## src/rtl/serv_ifetch_pkg.sv

```systemverilog
// Shared types and constants for the instruction-fetch front end.
package serv_ifetch_pkg;

  typedef enum logic [1:0] {
    StIdle   = 2'd0,
    StDemand = 2'd1,
    StPref   = 2'd2
  } ifetch_state_e;

  // Wishbone instruction addresses are always word aligned.
  localparam logic [1:0] WB_ADR_ALIGN = 2'b00;

  // Next sequential word address; wraps modulo 2^32.
  function automatic logic [31:2] next_word(input logic [31:2] adr);
    return adr + 30'd1;
  endfunction

endpackage

```

## src/rtl/serv_ifetch_buf.sv

```systemverilog
// Single-entry prefetch buffer: word address, instruction bits [31:2] and a valid bit.
module serv_ifetch_buf
  import serv_ifetch_pkg::*;
(
  input  logic        clk,
  input  logic        i_rst,
  input  logic        i_load,
  input  logic [31:2] i_load_adr,
  input  logic [29:0] i_load_data,
  input  logic        i_inval,
  input  logic [31:2] i_cmp_adr,
  output logic        o_hit,
  output logic [29:0] o_data
);

  logic        valid_q;
  logic [31:2] adr_q;
  logic [29:0] data_q;

  // Invalidate wins over load so a flush can never leave stale data behind.
  always_ff @(posedge clk) begin
    if (i_rst) begin
      valid_q <= 1'b0;
      adr_q   <= '0;
      data_q  <= '0;
    end else if (i_inval) begin
      valid_q <= 1'b0;
    end else if (i_load) begin
      valid_q <= 1'b1;
      adr_q   <= i_load_adr;
      data_q  <= i_load_data;
    end
  end

  assign o_hit  = valid_q && (adr_q == i_cmp_adr);
  assign o_data = data_q;

endmodule

```

## src/rtl/serv_ifetch.sv

```systemverilog
// Instruction fetch front end: Wishbone ibus master with a one-entry speculative PC+4 prefetch.
module serv_ifetch
  import serv_ifetch_pkg::*;
#(
  parameter logic [31:0] RESET_PC = 32'h0000_0000,
  parameter bit          PREFETCH = 1'b1
) (
  input  logic        clk,
  input  logic        i_rst,
  input  logic        i_fetch_req,
  input  logic [31:0] i_pc,
  input  logic        i_flush,
  output logic        o_busy,
  output logic [31:0] o_ibus_adr,
  output logic        o_ibus_cyc,
  input  logic [31:0] i_ibus_rdt,
  input  logic        i_ibus_ack,
  output logic [29:0] o_wb_rdt,
  output logic        o_wb_en
);

  ifetch_state_e state_q, state_d;
  logic [31:2]   adr_q, adr_d;
  logic [31:2]   pend_adr_q, pend_adr_d;
  logic          pend_valid_q, pend_valid_d;
  logic          discard_q, discard_d;
  logic          wb_en_q, wb_en_d;
  logic [29:0]   wb_rdt_q, wb_rdt_d;

  logic          busy;
  logic          req_ok;
  logic [31:2]   pc_word;
  logic          buf_hit, buf_load, buf_inval;
  logic [29:0]   buf_data;
  logic          eff_pend, eff_discard;
  logic [31:2]   eff_pend_adr;
  logic          unused_bits;

  assign pc_word     = i_pc[31:2];
  assign unused_bits = ^{i_pc[1:0], i_ibus_rdt[1:0]};

  assign busy   = (state_q == StDemand) || ((state_q == StPref) && pend_valid_q);
  assign req_ok = i_fetch_req && !busy;

  // A request arriving in the same cycle as the prefetch ack is folded in as if it had been
  // latched earlier, so the ack handling below only needs one view of the pending request.
  assign eff_pend     = pend_valid_q || req_ok;
  assign eff_pend_adr = req_ok ? pc_word : pend_adr_q;
  assign eff_discard  = discard_q || i_flush || (req_ok && (pc_word != adr_q));

  serv_ifetch_buf u_buf (
    .clk        (clk),
    .i_rst      (i_rst),
    .i_load     (buf_load),
    .i_load_adr (adr_q),
    .i_load_data(i_ibus_rdt[31:2]),
    .i_inval    (buf_inval),
    .i_cmp_adr  (pc_word),
    .o_hit      (buf_hit),
    .o_data     (buf_data)
  );

  always_comb begin
    state_d      = state_q;
    adr_d        = adr_q;
    pend_adr_d   = pend_adr_q;
    pend_valid_d = pend_valid_q;
    discard_d    = discard_q;
    wb_en_d      = 1'b0;
    wb_rdt_d     = wb_rdt_q;
    buf_load     = 1'b0;
    buf_inval    = i_flush;

    case (state_q)
      StIdle: begin
        if (i_fetch_req) begin
          if (buf_hit && !i_flush) begin
            wb_en_d   = 1'b1;
            wb_rdt_d  = buf_data;
            buf_inval = 1'b1;
            if (PREFETCH) begin
              state_d = StPref;
              adr_d   = next_word(pc_word);
            end
          end else begin
            state_d = StDemand;
            adr_d   = pc_word;
          end
        end
      end

      StDemand: begin
        if (i_ibus_ack) begin
          wb_en_d  = 1'b1;
          wb_rdt_d = i_ibus_rdt[31:2];
          if (PREFETCH) begin
            state_d = StPref;
            adr_d   = next_word(adr_q);
          end else begin
            state_d = StIdle;
          end
        end
      end

      StPref: begin
        pend_valid_d = eff_pend;
        pend_adr_d   = eff_pend_adr;
        discard_d    = eff_discard;
        if (i_ibus_ack) begin
          pend_valid_d = 1'b0;
          discard_d    = 1'b0;
          if (eff_pend && !eff_discard) begin
            // Core asked for exactly the word in flight: hand it over and keep streaming.
            wb_en_d  = 1'b1;
            wb_rdt_d = i_ibus_rdt[31:2];
            adr_d    = next_word(adr_q);
          end else if (eff_pend) begin
            state_d = StDemand;
            adr_d   = eff_pend_adr;
          end else begin
            buf_load = !eff_discard;
            state_d  = StIdle;
          end
        end
      end

      default: state_d = StIdle;
    endcase
  end

  always_ff @(posedge clk) begin
    if (i_rst) begin
      state_q      <= StIdle;
      adr_q        <= RESET_PC[31:2];
      pend_adr_q   <= '0;
      pend_valid_q <= 1'b0;
      discard_q    <= 1'b0;
      wb_en_q      <= 1'b0;
      wb_rdt_q     <= '0;
    end else begin
      state_q      <= state_d;
      adr_q        <= adr_d;
      pend_adr_q   <= pend_adr_d;
      pend_valid_q <= pend_valid_d;
      discard_q    <= discard_d;
      wb_en_q      <= wb_en_d;
      wb_rdt_q     <= wb_rdt_d;
    end
  end

  assign o_busy     = busy;
  assign o_ibus_cyc = (state_q != StIdle);
  assign o_ibus_adr = {adr_q, WB_ADR_ALIGN};
  assign o_wb_en    = wb_en_q;
  assign o_wb_rdt   = wb_rdt_q;

endmodule

```

## config.mk

```make
export PLATFORM = sky130hd
export DESIGN_NAME = serv_ifetch
export DESIGN_NICKNAME = d
export VERILOG_FILES = /design/src/rtl/serv_ifetch_pkg.sv /design/src/rtl/serv_ifetch_buf.sv /design/src/rtl/serv_ifetch.sv
export SDC_FILE = /design/constraint.sdc
export NUM_CORES = 1
export LEC_CHECK = 0
export BUFFER_PORTS_ARGS = -buffer_cell sky130_fd_sc_hd__buf_4
export CORE_ASPECT_RATIO = 1.5
export CORE_UTILIZATION = 58
export CTS_CLUSTER_DIAMETER = 150
export DETAILED_ROUTE_END_ITERATION = 16
export PLACE_DENSITY = 0.81
export SLEW_MARGIN = 20
export SYNTH_ARGS = -nofsm -noshare
export SYNTH_HDL_FRONTEND = slang
export SYNTH_SLANG_ARGS = --single-unit
```

## constraint.sdc

```tcl
create_clock -name clk -period 3.5 [get_ports clk]
set_input_delay 0.7 -clock clk [delete_from_list [all_inputs] [get_ports clk]]
set_output_delay 0.7 -clock clk [all_outputs]
set_load 0.02 [all_outputs]
```

## After elaboration in Yosys (flattened, before gate mapping)

Index checks and enable logic that the tools add are counted.

| storage, ports and cells | value |
|---|---|
| bits of input ports | 69 |
| register bits after elaboration | 156 |
| output and inout bits | 65 |

| operators by class | value |
|---|---|
| bitwise logic cells | 1 |
| add/sub/neg operators | 2 |
| reductions and logical operators | 21 |
| eq/ne operators | 11 |
| muxes and demuxes | 36 |

Operators with widths:

| kind | count |
|---|---|
| 30-bit 2-to-1 mux | 12 |
| 30-bit case mux with 3 select lines | 2 |
| 30-bit by 1-bit adder with 30-bit output (second input constant) | 2 |
| 30-bit equality test | 1 |
| 30-bit inequality test | 1 |
| 1-bit 2-to-1 mux | 15 |
| 2-bit 2-to-1 mux | 5 |
| 2-bit inequality test (second input constant) | 5 |
| 1-bit logical AND | 6 |
| 2-bit case mux with 3 select lines | 1 |
| 6-bit AND reduction | 1 |
| 5-bit AND reduction | 1 |
| 1-bit logical OR | 4 |
| 4-bit AND reduction | 1 |
| 1-bit zero test | 3 |
| 3-bit by 2-bit inequality test with 1-bit output (second input constant) | 1 |
| 1-bit case mux with 3 select lines | 1 |
| 3-bit nonzero test | 1 |
| 2-bit by 1-bit equality test with 1-bit output (second input constant) | 1 |
| 2-bit equality test (second input constant) | 1 |
| 2-bit zero test | 1 |
| 2-bit by 1-bit inequality test with 1-bit output (second input constant) | 1 |
| 2-bit AND reduction | 1 |
| 2-bit nonzero test | 1 |
| other kinds (2) | 2 |

## Depth between registers and ports, before layout

Gate-level depths: netlist of the first run.

| logic depth | value |
|---|---|
| word-level depth | 13 |
| mapped depth | 13 |

## By module

A second synthesis of the first run with hierarchy kept.

| second synthesis, totals | value |
|---|---|
| cell total of the unflattened synthesis | 1077 |
| area total of the unflattened synthesis | 8879.8 µm² |

By module, submodules not included:

| module | area each (µm²) | instances | cells each |
|---|---|---|---|
| serv_ifetch | 6475.0 | 1 | 771 |
| serv_ifetch_buf | 2404.8 | 1 | 306 |

## Worst setup path before layout of the first run

Ideal clock, no wire load.

| timing path | value |
|---|---|
| path type | input-to-reg |
| start | input i_pc[7] |
| end | register adr_q[19] in the netlist's numbering |
| path slack | 723 ps |
| arrival time | 2655 ps |
| data required time | 3378 ps |
| library setup time | 122 ps |
| stages | 9 |
| path buffers | 1 |
| cell sequence | clkbuf_1 xnor2_1 nand3_1 nor4_4 nand2_1 nor4b_2 xor2_1 o221a_1 a221o_1 |

| between the ends | value |
|---|---|
| cells in the longest elaborated chain, start to end | 8 |
| elaborated cells on any way between the ends | 16 |

Ends and longest elaborated chain:

| element | RTL line | RTL |
|---|---|---|
| start: declaration | serv_ifetch.sv:11 | `input logic [31:0] i_pc,` |
| branches (longest 8 deep; another with 30-bit by 1-bit adder with 30-bit output) | - |  |
| end signal: assignment | serv_ifetch.sv:134 | `adr_q <= RESET_PC[31:2];` |
| end signal: assignment | serv_ifetch.sv:142 | `adr_q <= adr_d;` |
| end: declaration | serv_ifetch.sv:23 | `logic [31:2] adr_q, adr_d;` |

Several ways; the timed one is not identified. The select of a mux whose other input is x is not followed.
A chain may end at the register's enable or synchronous reset.

## Worst setup path after layout of the first run

| timing path | value |
|---|---|
| start | register adr_q[8] in the netlist's numbering |
| end | register adr_q[25] in the netlist's numbering |

| between the ends | value |
|---|---|
| cells in the longest elaborated chain, start to end | 8 |
| elaborated cells on any way between the ends | 12 |

Ends and longest elaborated chain:

| element |
|---|
| branches (longest 8 deep; another with 30-bit by 1-bit adder with 30-bit output) |

Several ways; the timed one is not identified. The select of a mux whose other input is x is not followed.

==> metrics.cfg, run 1 <==
[synth]
synth_seq_cells = 156
syn_inst = 1137
ys.flop_type = dfxtp_1
async_reset_ff_frac = 0
synth_area_sq_um = 9070
yosysUniqueCellTypes = 70
synth_edf_count = 0
ys_seq_area_frac = 0.344
yosysWarnings = 0
syn_area_per_cell_sq_um = 7.97

[clock_network]
clock_path_buffers = 2
root_buffer = clkbuf_16
htreeDepth = 4
clk_latency_ns = 0.43
post_cts_buffers = 0
cts_hold_buf = 0
cts_sinks = 156
cts_resized = 0
cts_buffers = 17
path_clk_slew_ns = 0.07
tritoncts = built

[route]
top_layer_used = met4
dr.pass1.iters = 6
route.met3.wl_microns = 1870
drcViolationCount = 0
drt_iter0_markers = 834
wl_per_cell_microns = 19.2
dr_wl_met2_microns = 13300
vias = 8753
drt-met1-wl_microns = 10200
route.final.wire_length_microns = 27200
via_per_inst = 6.16
drtAntennaViolNets = 0

[global_route]
grt.total_usage = 0.342
grt_pass1_vias = 8510
grt_max_degree = 61
gr-total-overflow = 0
grt_pass1_wl_microns = 44000
antenna_found_initial = 0

[timing]
slew_violations = 0
finalCriticalPeriod_ns = 3.11
fin_crit_sh = 0.888
setup_tns_ns = 0
rsz0062_at_grt = false
setup_viol = 0
hold_violations = 0
tightest_slew_ns = 0.806
worst_hold_slack_ns = 0.454
skew_ns = 0.0129
max_slew_margin = 0.461
max_freq_mhz = 322
worst_slack_ns = 0.393

[setup_path]
cp-end-kind = flop
worstPathRequired_ns = 3.79
crit_type = reg -> reg
slowest_stage = xnor2_1
worstPathArrival_ns = 3.39
crit_chain = xnor2_1, nand4_1, nor4_2, nand2_1, o21a_1, buf_4, o2bb2ai_1, o211a_1, nor4_1
rr_startpoint = adr_q[8]$_SDFFE_PP0P_
critPathLaunch = adr_q[8]$_SDFFE_PP0P_
rrSetupSlack_ns = 0.39
cp_max_fo = 11
crit_path_start_kind = flop
critPathMaxStageDelay_ns = 0.44

[die]
io_pins = 134
rows = 55
die_area_sq_um = 16100
die_x_microns = 104
initial_core_util = 0.596
die_h_microns = 155
core_sq_um = 15200

[pwr]
power.leakage_nw = 3.85
total_power_mw = 9.02
cellPowerDensity_nw_per_um2 = 842
irDropWorstVdd_uv = 458

[layout]
fin_util = 0.704
antenna-diode-count = 0
final_nets = 1284
seq_area_sq_um = 3120
multi_input_area_sq_um = 5330
drive_gt1_frac = 0.209
fillers = 1283
area_growth_pct = 18.2

[placement]
dpl.hpwl_microns = 19000
dp_slack_ns = 0.256
globalplace.congestion = 1.00
port_buffers = 127

[worst_hold_path]
hp-class = reg -> reg
hold_start = u_buf.o_data[22]$_SDFFE_PP0P_

[outcome]
status = completed

[flow_run]
max_cap_viol_count = 0

-- per-stage QoR --
| step | instance area [sq um] | cells |
|---|---|---|
| final | 10700 | 1421 |
| after global routing | 10700 | 1421 |
| after CTS | 10700 | 1421 |
| after detailed placement | 10100 | 1389 |
| after global placement | 10100 | 1389 |
| after floorplan | 9070 | 1138 |
-- kinds of logic after synthesis --
group,share of synthesized area
other,0.000414
xor gates and xnor gates,0.0966
DFF,0.344
buffers and inverters,0.0708
AOI/OAI and AO/OA,0.198
muxes,0.0564
adders and majority gates,0.00828
and+or+nand+nor,0.225
-- power by group --
group	switching, mW	internal (mW)	total (mW)
registers	0.348	2.15	2.50
clock network	0.842	1.23	2.07
logic	2.70	1.76	4.46
-- Yosys cell counts, drive strengths merged, types with 4 or more instances --
library cell	n	share of area
a31o	4	0.0039
nand3	30	0.018
o211ai	4	0.0033
a22o	4	0.0039
xnor2	80	0.077
a21oi	122	0.067
a211oi	36	0.046
o311ai	4	0.0039
o221ai	8	0.0077
mux2i	50	0.055
nand2	238	0.099
and3	19	0.013
o21ai	34	0.019
nor4	11	0.014
nor2	59	0.024
dfxtp	156	0.34
clkbuf	67	0.028
nand2b	4	0.0028
buf	49	0.039
xor2	20	0.019
nor3	16	0.0099
ha	6	0.0083
a21o	5	0.0041
o21a	5	0.0041
nand4	32	0.022
and4	6	0.0058
inv	11	0.0046
-- critical path, delay by kind of cell (launching register included) --
kind,cells,cell delay [ns]
DFF,1,0.42
buffers and inverters,1,0.28
and+or+nand+nor,4,1.14
AOI/OAI and AO/OA,3,0.68
xor gates and xnor gates,1,0.44
-- area by class of cell --
class                      count  area share
multi-input combinational    855       0.497
timing repair buffer         168       0.124
tap                          199      0.0232
clock buffer                  17      0.0397
clock inverter                15      0.0208
inverter                      11     0.00385
sequential                   156       0.292
-- worst paths after layout --
| path | endpoint | cells after the start |
|---|---|---|
| setup / recovery | adr_q[25]$_SDFFE_PP0P_ | 9 |
| hold / removal | u_buf.o_data[22]$_SDFFE_PP0P_ | 2 |
| setup reg to reg | adr_q[25]$_SDFFE_PP0P_ | 9 |
| hold reg to reg | u_buf.o_data[22]$_SDFFE_PP0P_ | 2 |
-- cells in the final DEF (no fill, tap or decap), types with 30 or more instances in the layout --
| master | Yosys | routed |
|---|---|---|
| a21oi_1 | 122 | 122 |
| dfxtp_1 | 156 | 156 |
| nor2_1 | 59 | 58 |
| a211oi_2 | 30 | 30 |
| buf_4 | 9 | 163 |
| nand2_1 | 238 | 238 |
| mux2i_1 | 50 | 50 |
| o21ai_0 | 30 | 30 |
| xnor2_1 | 80 | 80 |
| nand4_1 | 32 | 32 |
-- layer usage --
metal / global-route usage / up-vias
li1: - / 4091
met1: 0.388 / 4069
met2: 0.586 / 442
met3: 0.0511 / 151
met4: 0.249 / 0
met5: 0 / -
-- state kept, by name (all words and copies together), names as in the netlist --
| signal | cells |
|---|---|
| u_buf.o_data | 30 |
| o_wb_rdt | 30 |
| adr_q | 30 |
| pend_adr_q | 30 |
| discard_q | 1 |
| pend_valid_q | 1 |
| u_buf.adr_q | 30 |
| u_buf.valid_q | 1 |
| state_q | 2 |
| o_wb_en | 1 |
Power figures use the tool's default switching activity.
==> run 2: changes to the inputs <==
- CELL_PAD_IN_SITES_DETAIL_PLACEMENT: default -> 1
- CELL_PAD_IN_SITES_GLOBAL_PLACEMENT: default -> 1
- CORE_UTILIZATION: 58 -> 43
- PLACE_DENSITY: 0.81 -> default
- PLACE_DENSITY_LB_ADDON: default -> 0.1
==> run 2 against run 1 <==
Effect of this change: clock power is 12% lower; cell area is 0.53% higher; combinational power rose by 1%; final cell count grew 5.1%; register-to-register slack worse by 0.05 ns; maximum frequency down 1.6%; setup slack got worse by 0.050 ns; first-iteration DRC count down 36%; via count fell by 1.1%; sequential power is essentially flat; core utilization shrank 18 points; clock skew is 0.0041 ns lower; largest cell class unchanged.
==> metrics.cfg, run 2 (synthesis gave the netlist of run 1 again) <==
[timing]
tightest_slew_ns = 0.875  ; +0.0689 ns
setup_tns_ns = 0  ; unchanged
finalCriticalPeriod_ns = 3.16  ; +0.0501 ns
max_slew_margin = 0.414  ; -0.0468
fin_crit_sh = 0.902  ; +0.0143
slew_violations = 0  ; unchanged
max_freq_mhz = 317  ; -1.6%
rsz0062_at_grt = false
skew_ns = 0.00886  ; -0.00408 ns
setup_viol = 0  ; unchanged
hold_violations = 0  ; unchanged

[placement]
globalplace.congestion = 0.881  ; -12%
dpl_cell_area_sq_um = 10200  ; +1.4%
dp_cells = 1460  ; +5.1%
dpl.hpwl_microns = 21800  ; +15%
port_buffers = 127  ; unchanged

[clock_network]
root_buffer = clkbuf_16
post_cts_buffers = 0  ; unchanged
htreeDepth = 4  ; unchanged
clk_latency_ns = 0.44  ; about the same
clock_path_buffers = 2  ; unchanged
path_clk_slew_ns = 0.07  ; about the same
tritoncts = built
cts_sinks = 156  ; unchanged
cts_hold_buf = 0  ; unchanged
cts_resized = 0  ; unchanged
cts_buffers = 17  ; unchanged

[die]
core_sq_um = 20500  ; +35%
rows = 64  ; +16%
die_x_microns = 121  ; +16%
io_pins = 134  ; unchanged
die_area_sq_um = 21700  ; +34%
initial_core_util = 0.442  ; -0.154
die_h_microns = 180  ; +16%

[pwr]
pwr-share-clk = 0.205  ; -0.024
p_switching_mw = 3.96  ; +1.8%
p_seq_frac = 0.286  ; +0.009
total_power_mw = 8.87  ; -1.7%
power.leakage_nw = 3.83  ; -0.39%
swShare = 0.446  ; +0.0153
irDropWorstVdd_uv = 428  ; -6.7%
cellPowerDensity_nw_per_um2 = 824  ; -2.2%
power.internal_mw = 4.91  ; -4.3%
combinationalPowerShare = 0.509  ; +0.015

[layout]
area_growth_pct = 18.8
drive_gt1_frac = 0.213  ; +0.00305
final_common_cell = nand2_1
fin_area_sq_um = 10800  ; +0.53%
final_nets = 1290  ; +0.47%
final_cell_mix = nand2_1 (238), buf_4 (168), dfxtp_1 (156), a21oi_1 (122), xnor2_1 (80)
instances_no_fill = 1493  ; +5.1%

[global_route]
antenna_found_initial = 1  ; +1
grt_max_degree = 106  ; +74%
grt_pass1_vias = 8890  ; +4.5%
gr-total-overflow = 0  ; unchanged
grt_pass1_wl_microns = 49400  ; +12%
grt.total_usage = 0.297  ; -0.0452

[setup_path]
crit_path_start_kind = flop
rrSetupSlack_ns = 0.34  ; -0.05 ns
slowest_stage = a21oi_1
crit_type = reg -> reg
worstPathRequired_ns = 3.88  ; +0.09 ns
crit_chain = inv_1, ha_1, buf_4, nor2_1, o21ai_0, a21oi_1, nand2b_1, nor2_1, a32o_1, a31o_2
cpMostUsedCell = nor2_1
cp-end-kind = flop
cp_max_fo = 17  ; +6
worstPathArrival_ns = 3.54  ; +0.15 ns
critPathMaxStageDelay_ns = 0.64  ; +0.20 ns

[route]
drcViolationCount = 0  ; unchanged
route.final.wire_length_microns = 31400  ; +15%
via_per_inst = 5.80  ; -5.9%
dr.pass1.iters = 5  ; -1
drt_iter0_markers = 532  ; -36%
drtAntennaViolNets = 0  ; unchanged
vias = 8657  ; -1.1%
wl_per_cell_microns = 21.0  ; +9.8%

[worst_hold_path]
hp-class = reg -> reg

[flow_run]
max_cap_viol_count = 0  ; unchanged

[outcome]
status = completed

run 2: cell count changes in the layout (fill, tap and decap cells not counted), sizes merged:
cell	delta
clkinvlp	+3
diode	+1
bufinv	-3
buf	+6
inv	-2
clkinv	+1
clkbuf	+1
run 2: path summary, 6_finish.rpt:
kind | from | endpoint | cells after the start
max | state_q[0]$_SDFFE_PP0P_ | adr_q[31]$_SDFFE_PP0P_ | 10
max reg2reg | state_q[0]$_SDFFE_PP0P_ | adr_q[31]$_SDFFE_PP0P_ | 10
min reg2reg | pend_adr_q[21]$_SDFFE_PP0N_ | pend_adr_q[21]$_SDFFE_PP0N_ | 2
min | pend_adr_q[21]$_SDFFE_PP0N_ | pend_adr_q[21]$_SDFFE_PP0N_ | 2
run 2: final cells by class:
class | instances | area (sq um)
Fill cell | 2538 | 9730
Timing Repair Buffer | 174 | 1380
Clock inverter | 14 | 134
Sequential cell | 156 | 3120
Inverter | 11 | 41.3
Antenna cell | 1 | 2.50
Multi-Input combinational cell | 855 | 5330
Clock buffer | 18 | 429
Tap cell | 264 | 330
run 2: power groups by stage:
stage	clock network (mW)	registers [mW]	logic, mW
after floorplan	0	2.77	2.69
final	1.82	2.53	4.52
after detailed placement	0	2.57	4.51
after CTS	1.87	2.53	4.53
after global placement	0	2.55	4.43
after global routing	1.93	2.57	4.84
run 2: per-stage QoR:
stage                     setup WS (ns)  utilization  hold WS [ns]
final                             0.342        0.525         0.459
after global routing              0.171        0.525         0.472
after CTS                         0.419        0.525         0.458
after detailed placement          0.242        0.498         0.450
after global placement            0.299        0.498         0.441
after floorplan                   0.723            -         0.429
run 2: routing by layer:
metal  GRT usage  share of wire  vias to the layer above
li1            -              -                     4095
met1       0.336           0.40                     4247
met2       0.516           0.51                      234
met3      0.0574          0.041                       81
met4       0.167          0.048                        0
met5           0              0                        -
run 2: worst max-delay path: cells and delay by family, from the launching register on:
kind                     cells  cell delay (ns)
AO/OA/AOI/OAI                4             1.09
AND/OR/NAND/NOR              3             1.04
flip-flops                   1             0.39
buffers and inverters        2             0.34
adder cells (fa/ha/maj)      1             0.24
==> run 3: changes to the inputs <==
- PLACE_DENSITY: default -> 0.82
- PLACE_DENSITY_LB_ADDON: 0.1 -> default
==> run 3 against run 2 <==
Effect of this change: power rose by 2.1%; count of clock-buffer cells in the layout rose by 1; via count rose by 3.0%; cell area rose by 0.22%; combinational power rose by 2%; core utilization rose by 0.12 points; non-clock buffer count fell by 1.
==> metrics.cfg, run 3 (synthesis gave the netlist of run 1 again) <==
[clock_network]
tritoncts = built
clk_latency_ns = 0.43  ; about the same
clock_path_buffers = 2  ; unchanged
cts_resized = 0  ; unchanged
root_buffer = clkbuf_16
path_clk_slew_ns = 0.07  ; about the same
cts_sinks = 156  ; unchanged
cts_hold_buf = 0  ; unchanged
cts_buffers = 17  ; unchanged
post_cts_buffers = 0  ; unchanged
htreeDepth = 4  ; unchanged

[die]
die_area_sq_um = 21700  ; unchanged
initial_core_util = 0.442  ; unchanged
die_h_microns = 180  ; unchanged
io_pins = 134  ; unchanged
core_sq_um = 20500  ; unchanged
rows = 64  ; unchanged
die_x_microns = 121  ; unchanged

[setup_path]
cp_max_fo = 12  ; -5
worstPathArrival_ns = 3.46  ; -0.08 ns
r2r-end = adr_q[25]$_SDFFE_PP0P_
crit_type = reg -> reg
reg2regPathDepth = 10  ; unchanged
cp-end-kind = flop
critPathLaunch = state_q[1]$_SDFFE_PP0P_
cp-endpoint = adr_q[25]$_SDFFE_PP0P_
rr_startpoint = state_q[1]$_SDFFE_PP0P_
rrSetupSlack_ns = 0.36  ; about the same
crit_path_start_kind = flop
worstPathRequired_ns = 3.82  ; -0.06 ns

[timing]
hold_violations = 0  ; unchanged
setup_viol = 0  ; unchanged
max_freq_mhz = 318  ; +0.46%
skew_ns = 0.0105  ; +0.00168 ns
tightest_slew_ns = 0.807  ; -0.0680 ns
setup_tns_ns = 0  ; unchanged
fin_crit_sh = 0.898  ; -0.00413
finalCriticalPeriod_ns = 3.14  ; -0.0144 ns
slew_violations = 0  ; unchanged
rsz0062_at_grt = false
max_slew_margin = 0.462  ; +0.0475

[placement]
globalplace.congestion = 0.916  ; +3.9%
dpl.hpwl_microns = 22200  ; +1.5%
dp_cells = 1459  ; -0.068%
port_buffers = 127  ; unchanged

[route]
wl_per_cell_microns = 21.1  ; +0.42%
vias = 8915  ; +3.0%
drtAntennaViolNets = 0  ; unchanged
drcViolationCount = 0  ; unchanged
dr.pass1.iters = 6  ; +1
route.final.wire_length_microns = 31500  ; +0.28%
drt_iter0_markers = 595  ; +12%
via_per_inst = 5.98  ; +3.1%

[layout]
drive_gt1_frac = 0.212  ; -0.000642
final_cell_mix = nand2_1 (238), buf_4 (168), dfxtp_1 (156), a21oi_1 (122), xnor2_1 (80)
area_growth_pct = 19.0
instances_no_fill = 1491  ; -0.13%
antenna-diode-count = 0  ; -1
final_common_cell = nand2_1
final_nets = 1289  ; -0.078%

[global_route]
gr-total-overflow = 0  ; unchanged
grt_pass1_wl_microns = 49900  ; +1.0%
grt_pass1_vias = 9299  ; +4.6%
grt_max_degree = 95  ; -10%
antenna_found_initial = 0  ; -1
grt.total_usage = 0.296  ; -0.000991

[pwr]
power.leakage_nw = 3.85  ; +0.50%
irDropWorstVdd_uv = 463  ; +8.3%
cellPowerDensity_nw_per_um2 = 839  ; +1.9%

[outcome]
status = completed

[worst_hold_path]
hp-class = reg -> reg

[flow_run]
max_cap_viol_count = 0  ; unchanged

-- run 3: changes by cell type in the layout (fill, tap and decap cells not counted) --
cell,delta
clkinv_4,+3
inv_6,-4
bufinv_16,+2
diode_2,-1
inv_8,-1
clkinvlp_4,-1
buf_12,-1
clkbuf_8,+1
-- run 3: worst max-delay path: stages (launching register included) --
cell,delay [ns]
dfxtp_1,0.39
inv_1,0.12
ha_1,0.25
a21oi_1,0.34
and2_2,0.46
nand3_1,0.15
o21a_1,0.45
buf_4,0.29
o2bb2ai_1,0.12
o211a_1,0.13
nor4_1,0.31
-- run 3: layout make-up --
type | count | area (sq um)
Multi-Input combinational cell | 855 | 5330
Fill cell | 2521 | 9710
Inverter | 11 | 41.3
Tap cell | 264 | 330
Timing Repair Buffer | 173 | 1360
Clock buffer | 19 | 443
Sequential cell | 156 | 3120
Clock inverter | 13 | 166
-- run 3: worst min path at each step --
| stage | from | to | slack, ns | depth (start not counted) |
|---|---|---|---|---|
| after CTS | u_buf.o_data[29]$_SDFFE_PP0P_ | u_buf.o_data[29]$_SDFFE_PP0P_ | 0.46 | 2 |
| after global routing | u_buf.o_data[22]$_SDFFE_PP0P_ | u_buf.o_data[22]$_SDFFE_PP0P_ | 0.48 | 2 |
| after global placement | u_buf.o_data[3]$_SDFFE_PP0P_ | u_buf.o_data[3]$_SDFFE_PP0P_ | 0.44 | 2 |
| final | u_buf.o_data[25]$_SDFFE_PP0P_ | u_buf.o_data[25]$_SDFFE_PP0P_ | 0.45 | 2 |
| after detailed placement | u_buf.o_data[29]$_SDFFE_PP0P_ | u_buf.o_data[29]$_SDFFE_PP0P_ | 0.45 | 2 |
| after floorplan | u_buf.valid_q$_SDFFE_PP0P_ | u_buf.valid_q$_SDFFE_PP0P_ | 0.43 | 2 |
-- run 3: report_power, final --
group          leakage, nW  switching (mW)  internal, mW
Clock                0.290           0.804          1.15
Sequential            1.27           0.368          2.15
Combinational         2.29            2.80          1.79
Total                 3.85            3.97          5.08
-- run 3: stage by stage --
| step | hold WS (ns) | util | total power, mW | area (sq um) | setup slack (ns) |
|---|---|---|---|---|---|
| floorplan | 0.429 | - | 5.46 | 9070 | 0.723 |
| global placement | 0.441 | 0.497 | 6.96 | 10200 | 0.213 |
| detailed placement | 0.447 | 0.497 | 7.11 | 10200 | 0.175 |
| CTS | 0.456 | 0.526 | 9.08 | 10800 | 0.411 |
| global route | 0.475 | 0.526 | 9.50 | 10800 | 0.208 |
| finish | 0.454 | 0.526 | 9.06 | 10800 | 0.357 |
-- run 3: per-layer routing --
layer | wire (microns) | part of all wire | track usage | vias up
met4 | 1920 | 0.061 | 0.196 | 0
li1 | - | - | - | 4096
met5 | 0 | 0 | 0 | -
met3 | 1420 | 0.045 | 0.0501 | 118
met1 | 12100 | 0.39 | 0.324 | 4407
met2 | 16000 | 0.51 | 0.519 | 294
